===== src/rtl/elevator_pkg.sv =====
// Shared types and constants for the elevator controller and its timers.
package elevator_pkg;

    // Controller states.
    typedef enum logic [1:0] {
        ST_IDLE = 2'd0,
        ST_UP   = 2'd1,
        ST_DOWN = 2'd2,
        ST_DOOR = 2'd3
    } state_t;

    // Direction of the most recent move; UP is the reset preference.
    typedef enum logic {
        DIR_UP   = 1'b0,
        DIR_DOWN = 1'b1
    } dir_t;

    // Counter width able to hold 0 .. max(travel, door)-1.
    function automatic int cnt_width(input int travel_cycles, input int door_cycles);
        int max_cycles;
        max_cycles = (travel_cycles > door_cycles) ? travel_cycles : door_cycles;
        return (max_cycles < 2) ? 1 : $clog2(max_cycles);
    endfunction

    // Width for the default 50M travel / 100M door timing.
    localparam int CNT_W_DEFAULT = cnt_width(50000000, 100000000);

endpackage


===== src/rtl/elevator_timer.sv =====
// Wrapping cycle counter: counts 0..LIMIT-1 while enabled, flags the last count.
module elevator_timer
    import elevator_pkg::*;
#(
    parameter int WIDTH = CNT_W_DEFAULT,
    parameter int LIMIT = 4
) (
    input  logic clk,
    input  logic rst,
    input  logic i_clear,
    input  logic i_enable,
    output logic o_tc
);

    localparam logic [WIDTH-1:0] LAST_COUNT = WIDTH'(LIMIT - 1);

    logic [WIDTH-1:0] r_count;

    // Terminal count decoded from the count register.
    always_comb begin
        o_tc = (r_count == LAST_COUNT);
    end

    // Count register: clear has priority, wrap to zero after the last count.
    always_ff @(posedge clk) begin
        if (rst) begin
            r_count <= '0;
        end else if (i_clear) begin
            r_count <= '0;
        end else if (i_enable) begin
            if (o_tc) begin
                r_count <= '0;
            end else begin
                r_count <= r_count + WIDTH'(1);
            end
        end else begin
            r_count <= r_count;
        end
    end

endmodule


===== src/rtl/elevator_ctrl.sv =====
// Elevator controller: latches floor calls, moves the car one floor per
// TRAVEL_CYCLES and opens the door for DOOR_CYCLES at each requested floor.
module elevator_ctrl
    import elevator_pkg::*;
#(
    parameter int NUM_FLOORS    = 10,
    parameter int TRAVEL_CYCLES = 50000000,
    parameter int DOOR_CYCLES   = 100000000
) (
    input  logic                  clk,
    input  logic                  rst,
    input  logic [NUM_FLOORS-1:0] call_req,
    output logic [3:0]            floor_bcd,
    output logic                  moving_up,
    output logic                  moving_down,
    output logic                  door_open,
    output logic [NUM_FLOORS-1:0] pending
);

    localparam int         CNT_W      = cnt_width(TRAVEL_CYCLES, DOOR_CYCLES);
    localparam logic [3:0] TOP_FLOOR  = 4'(NUM_FLOORS - 1);

    state_t                r_state;
    state_t                w_next_state;
    dir_t                  r_last_dir;
    logic [3:0]            r_floor;
    logic [NUM_FLOORS-1:0] r_pending;
    logic [NUM_FLOORS-1:0] w_pending_next;
    logic                  r_stepped;
    logic                  r_moving_up;
    logic                  r_moving_down;
    logic                  r_door_open;
    logic                  w_any_above;
    logic                  w_any_below;
    logic                  w_here;
    logic                  w_moving;
    logic                  w_in_door;
    logic                  w_travel_tc;
    logic                  w_door_tc;

    assign w_moving  = (r_state == ST_UP) || (r_state == ST_DOWN);
    assign w_in_door = (r_state == ST_DOOR);

    // Travel timer runs only while moving and restarts from zero on every move.
    elevator_timer #(
        .WIDTH (CNT_W),
        .LIMIT (TRAVEL_CYCLES)
    ) u_travel_timer (
        .clk      (clk),
        .rst      (rst),
        .i_clear  (!w_moving),
        .i_enable (w_moving),
        .o_tc     (w_travel_tc)
    );

    // Door timer runs only while the door is open.
    elevator_timer #(
        .WIDTH (CNT_W),
        .LIMIT (DOOR_CYCLES)
    ) u_door_timer (
        .clk      (clk),
        .rst      (rst),
        .i_clear  (!w_in_door),
        .i_enable (w_in_door),
        .o_tc     (w_door_tc)
    );

    // Classify latched requests relative to the current floor.
    always_comb begin
        w_any_above = 1'b0;
        w_any_below = 1'b0;
        w_here      = 1'b0;
        for (int i = 0; i < NUM_FLOORS; i++) begin
            if (4'(i) > r_floor) begin
                w_any_above = w_any_above | r_pending[i];
            end else if (4'(i) < r_floor) begin
                w_any_below = w_any_below | r_pending[i];
            end else begin
                w_here = w_here | r_pending[i];
            end
        end
    end

    // Next-state decision.
    always_comb begin
        w_next_state = r_state;
        case (r_state)
            ST_IDLE: begin
                if (w_here) begin
                    w_next_state = ST_DOOR;
                end else if (w_any_above && w_any_below) begin
                    w_next_state = (r_last_dir == DIR_UP) ? ST_UP : ST_DOWN;
                end else if (w_any_above) begin
                    w_next_state = ST_UP;
                end else if (w_any_below) begin
                    w_next_state = ST_DOWN;
                end else begin
                    w_next_state = ST_IDLE;
                end
            end
            ST_UP: begin
                // Arrival decisions are taken the cycle after a floor step.
                if (r_stepped) begin
                    if (w_here) begin
                        w_next_state = ST_DOOR;
                    end else if (w_any_above) begin
                        w_next_state = ST_UP;
                    end else begin
                        w_next_state = ST_IDLE;
                    end
                end else begin
                    w_next_state = ST_UP;
                end
            end
            ST_DOWN: begin
                if (r_stepped) begin
                    if (w_here) begin
                        w_next_state = ST_DOOR;
                    end else if (w_any_below) begin
                        w_next_state = ST_DOWN;
                    end else begin
                        w_next_state = ST_IDLE;
                    end
                end else begin
                    w_next_state = ST_DOWN;
                end
            end
            ST_DOOR: begin
                // On closing, keep the last direction if it still has work.
                if (w_door_tc) begin
                    if (r_last_dir == DIR_UP) begin
                        if (w_any_above) begin
                            w_next_state = ST_UP;
                        end else if (w_any_below) begin
                            w_next_state = ST_DOWN;
                        end else begin
                            w_next_state = ST_IDLE;
                        end
                    end else begin
                        if (w_any_below) begin
                            w_next_state = ST_DOWN;
                        end else if (w_any_above) begin
                            w_next_state = ST_UP;
                        end else begin
                            w_next_state = ST_IDLE;
                        end
                    end
                end else begin
                    w_next_state = ST_DOOR;
                end
            end
            default: begin
                w_next_state = ST_IDLE;
            end
        endcase
    end

    // Request latch update: calls for the floor with the open door are
    // dropped, and the floor being opened is cleared (clear beats set).
    always_comb begin
        w_pending_next = r_pending;
        for (int i = 0; i < NUM_FLOORS; i++) begin
            if (call_req[i] && !(w_in_door && (4'(i) == r_floor))) begin
                w_pending_next[i] = 1'b1;
            end else begin
                w_pending_next[i] = r_pending[i];
            end
            if ((w_next_state == ST_DOOR) && !w_in_door && (4'(i) == r_floor)) begin
                w_pending_next[i] = 1'b0;
            end else begin
                w_pending_next[i] = w_pending_next[i];
            end
        end
    end

    // State, request latch and arrival flag.
    always_ff @(posedge clk) begin
        if (rst) begin
            r_state   <= ST_IDLE;
            r_pending <= '0;
            r_stepped <= 1'b0;
        end else begin
            r_state   <= w_next_state;
            r_pending <= w_pending_next;
            r_stepped <= w_moving & w_travel_tc;
        end
    end

    // Floor position, stepped at the end of each travel interval and kept in range.
    always_ff @(posedge clk) begin
        if (rst) begin
            r_floor <= 4'd0;
        end else if (w_travel_tc && (r_state == ST_UP) && (r_floor < TOP_FLOOR)) begin
            r_floor <= r_floor + 4'd1;
        end else if (w_travel_tc && (r_state == ST_DOWN) && (r_floor != 4'd0)) begin
            r_floor <= r_floor - 4'd1;
        end else begin
            r_floor <= r_floor;
        end
    end

    // Remember the direction of the latest move for tie-breaking.
    always_ff @(posedge clk) begin
        if (rst) begin
            r_last_dir <= DIR_UP;
        end else if (w_next_state == ST_UP) begin
            r_last_dir <= DIR_UP;
        end else if (w_next_state == ST_DOWN) begin
            r_last_dir <= DIR_DOWN;
        end else begin
            r_last_dir <= r_last_dir;
        end
    end

    // Status outputs registered from the next state so they track r_state.
    always_ff @(posedge clk) begin
        if (rst) begin
            r_moving_up   <= 1'b0;
            r_moving_down <= 1'b0;
            r_door_open   <= 1'b0;
        end else begin
            r_moving_up   <= (w_next_state == ST_UP);
            r_moving_down <= (w_next_state == ST_DOWN);
            r_door_open   <= (w_next_state == ST_DOOR);
        end
    end

    assign floor_bcd   = r_floor;
    assign pending     = r_pending;
    assign moving_up   = r_moving_up;
    assign moving_down = r_moving_down;
    assign door_open   = r_door_open;

endmodule


===== config.mk =====
export PLATFORM = sky130hd
export DESIGN_NAME = elevator_ctrl
export DESIGN_NICKNAME = d
export VERILOG_FILES = /design/src/rtl/elevator_pkg.sv /design/src/rtl/elevator_timer.sv /design/src/rtl/elevator_ctrl.sv
export SDC_FILE = /design/constraint.sdc
export NUM_CORES = 1
export LEC_CHECK = 0
export ABC_AREA = 1
export CAP_MARGIN = 30
export CORE_ASPECT_RATIO = 0.75
export CORE_MARGIN = 5
export CORE_UTILIZATION = 55
export DETAILED_ROUTE_END_ITERATION = 12
export PLACE_DENSITY_LB_ADDON = 0.15
export SLEW_MARGIN = 5
export SYNTH_ARGS = -nofsm -noshare
export SYNTH_HDL_FRONTEND = slang
export SYNTH_SLANG_ARGS = --single-unit

===== constraint.sdc =====
create_clock -name clk -period 2.2 [get_ports clk]
set_input_delay 0.22 -clock clk [delete_from_list [all_inputs] [get_ports clk]]
set_output_delay 0.22 -clock clk [all_outputs]
set_load 0.05 [all_outputs]

==> flow_metrics.py <==
metrics = {
    "floorplan": {
        "start_util_pct": 57.3,
        "die_height_um": 86.2,
        "num_io_pins": 29,
        "rows": 27,
        "die_w_um": 112,
        "core_um2": 7430,
        "die-area_um2": 9610,
    },
    "sta": {
        "setup_slack_ns": 0.0681,
        "maxSlewHeadroom_pct": 64.5,
        "tightest_slew_ns": 0.530,
        "hold_viol": 0,
        "setup_viol": 0,
        "drv_slew": 0,
        "fmax_ghz": 0.469,
        "clock_skew_ns": 0.0138,
        "rsz0062_at_grt": "yes",
        "hold_ws_ns": 0.456,
        "layout_min_cycle_time_ns": 2.13,
        "post-route-period-util_pct": 96.9,
    },
    "global_routing": {
        "grt.busiest_layer": "met2",
        "grt.overflow.total": 0,
        "antenna_found_initial": 0,
        "use_met3_pct": 6.42,
        "gr-usage-met2_pct": 32.8,
        "grt_max_degree": 21,
        "grt_util_met1_pct": 30.4,
        "grt_pass1_vias": 3679,
        "grt_usage_pct": 21.6,
        "grt_pass1_wl_um": 17100,
    },
    "placed_design": {
        "place_congestion": 0.968,
        "dp_slack_ns": -0.0385,
        "post-dp-hpwl_um": 7680,
        "portBuffers": 28,
    },
    "synth": {
        "ys_warn_count": 0,
        "synth.ff_latch_count": 75,
        "ys_seq_area_share_pct": 35.3,
        "synth_top_cell_by_area": "dfxtp_1",
        "yosys-top-cells-area": "dfxtp_1, nand2_1, nor2_1",
        "syn_inst": 611,
        "syn_nets": 633,
        "netlist.area_leader.share_pct": 35.3,
        "syn_area_um2": 4260,
        "yosysUniqueCellTypes": 41,
        "syn_area_per_cell_um2": 6.96,
    },
    "finish": {
        "mostFrequentLayoutCell": "nand2_1",
        "syn_to_final_growth_pct": 18.8,
        "diodes": 0,
        "final_cell_mix": "nand2_1, nor2_1, dfxtp_1",
        "nNetsFinal": 677,
        "n_fill_cell": 665,
        "post-route-util_pct": 68.0,
        "drive_gt1_share_pct": 19.0,
    },
    "drt": {
        "via_per_inst": 5.38,
        "drc": 0,
        "ant_nets": 0,
        "wl_per_cell_um": 13.7,
        "drt_iter0_markers": 261,
        "routed_wl_um": 10400,
        "dr.pass1.iters": 5,
        "vias": 4086,
    },
    "power_and_ir_drop": {
        "leakage_nw": 1.92,
        "powerDensity_nw_per_um2": 727,
        "vdd_drop_max_mv": 0.553,
    },
    "status": {
        "status": "finished, final reports clean",
    },
    "critical_path": {
        "path_max_fanout": 6,
        "worstPathRequired_ns": 2.44,
        "setup.worst_path.class": "reg2reg",
        "slowest_stage": "dfxtp_4",
        "crit_path_end_kind": "flop",
        "crit_chain": "buf_4 > ha_2 > inv_2 > nor2_4 > nor2_1 > nor2_1 > nand3_2 > nand2_2 > nand3_2 > nand3_2 > nand3_4 > nor2_4 > a21oi_2",
        "cp_data_arrival_time_ns": 2.37,
        "slowest_delay_ns": 0.39,
        "critPathLaunchType": "flop",
        "crit_top_cell": "nand3_2",
    },
    "clock_tree": {
        "root_buffer": "clkbuf_8",
        "cts_buffers": 9,
        "cts_max_level": 3,
        "clock_path_buffers": 2,
        "cts_tree": "built",
        "path_clk_slew_ns": 0.08,
        "cts_hold_buf": 0,
        "clock-sinks": 75,
        "clkLatencyLatePin_ns": 0.36,
    },
    "run": {
        "cap_violations": 0,
    },
    "min_path": {
        "hold_path_class": "reg2reg",
    },
}
repair_timing:
action | in CTS | in global routing
cloned | 1 | 0
resized for setup | 2 | 38
pin swaps | 1 | 11
buffers inserted | 0 | 2
setup endpoints to repair | 10 | 28
where the power goes:
part | switching [W] | leakage [nW] | internal [W]
clock | 0.000490 | 0.0953 | 0.000493
sequential | 0.0000716 | 0.612 | 0.00144
combinational | 0.000796 | 1.21 | 0.000381
final timing paths:
| kind | start | endpoint | slack (ns) | cells past startpoint |
|---|---|---|---|---|
| min | u_door_timer.r_count[0] | u_door_timer.r_count[0] | 0.46 | 1 |
| max | floor_bcd[0] | pending[4] | 0.07 | 13 |
| min reg2reg | u_door_timer.r_count[0] | u_door_timer.r_count[0] | 0.46 | 1 |
| max reg2reg | floor_bcd[0] | pending[4] | 0.07 | 13 |
cells by family after synthesis:
kind of cell,after synthesis,synth area share (%)
xor+xnor,17,3.50
simple gates,336,38.7
buf+inv,95,8.91
compound gates,78,10.6
flops,75,35.3
fa+ha+maj,10,2.94
worst max-delay path: cells and delay by family, from the launching register on:
family / cells / cell delay [ns]
compound gates: 1 / 0.07
fa+ha+maj: 1 / 0.20
buf+inv: 2 / 0.20
flops: 1 / 0.39
simple gates: 9 / 1.15
cell usage after synthesis (all sizes together):
cell    instances
nand2         129
nor2           94
inv            83
dfxtp          75
nand3          49
a21oi          40
o21ai          30
nor3           24
nand4          16
xor2           12
ha             10
or2             8
buf             6
nor4            6
clkbuf          5
nor3b           5
xnor2           5
nand3b          3
o21a            3
a31oi           2
nor4b           2
a211oi          1
clkinv          1
o21bai          1
o31ai           1
layer usage:
metal	routed length (um)	share of wire, %
met3	703	6.8
met2	4560	44
met5	0	0
met1	4970	48
met4	164	1.6
state kept, by name, indices dropped and copies added (netlist names):
signal                  cells
door_open                   1
floor_bcd                   4
moving_down                 1
moving_up                   1
pending                    10
r_last_dir                  1
r_state                     2
r_stepped                   1
u_door_timer.r_count       27
u_travel_timer.r_count     27
layout make-up:
| class | instances | area [um2] | share of cell area [%] |
|---|---|---|---|
| Clock buffer | 13 | 169 | 3.34 |
| Inverter | 84 | 320 | 6.34 |
| Sequential cell | 75 | 1510 | 29.9 |
| Timing Repair Buffer | 43 | 405 | 8.02 |
| Tap cell | 101 | 126 | 2.50 |
| Multi-Input combinational cell | 442 | 2510 | 49.7 |
| Clock inverter | 2 | 10.0 | 0.198 |
metrics by stage:
step | setup TNS (ns) | power, W | cells | instance area [um2]
floorplan | 0 | 0.00233 | 611 | 4260
global placement | 0 | 0.00263 | 742 | 4710
detailed placement | -0.332 | 0.00266 | 742 | 4710
CTS | 0 | 0.00369 | 758 | 4910
global route | -0.0658 | 0.00389 | 760 | 5050
finish | 0 | 0.00368 | 760 | 5050
Note: power is estimated with default switching activity, not from simulation.
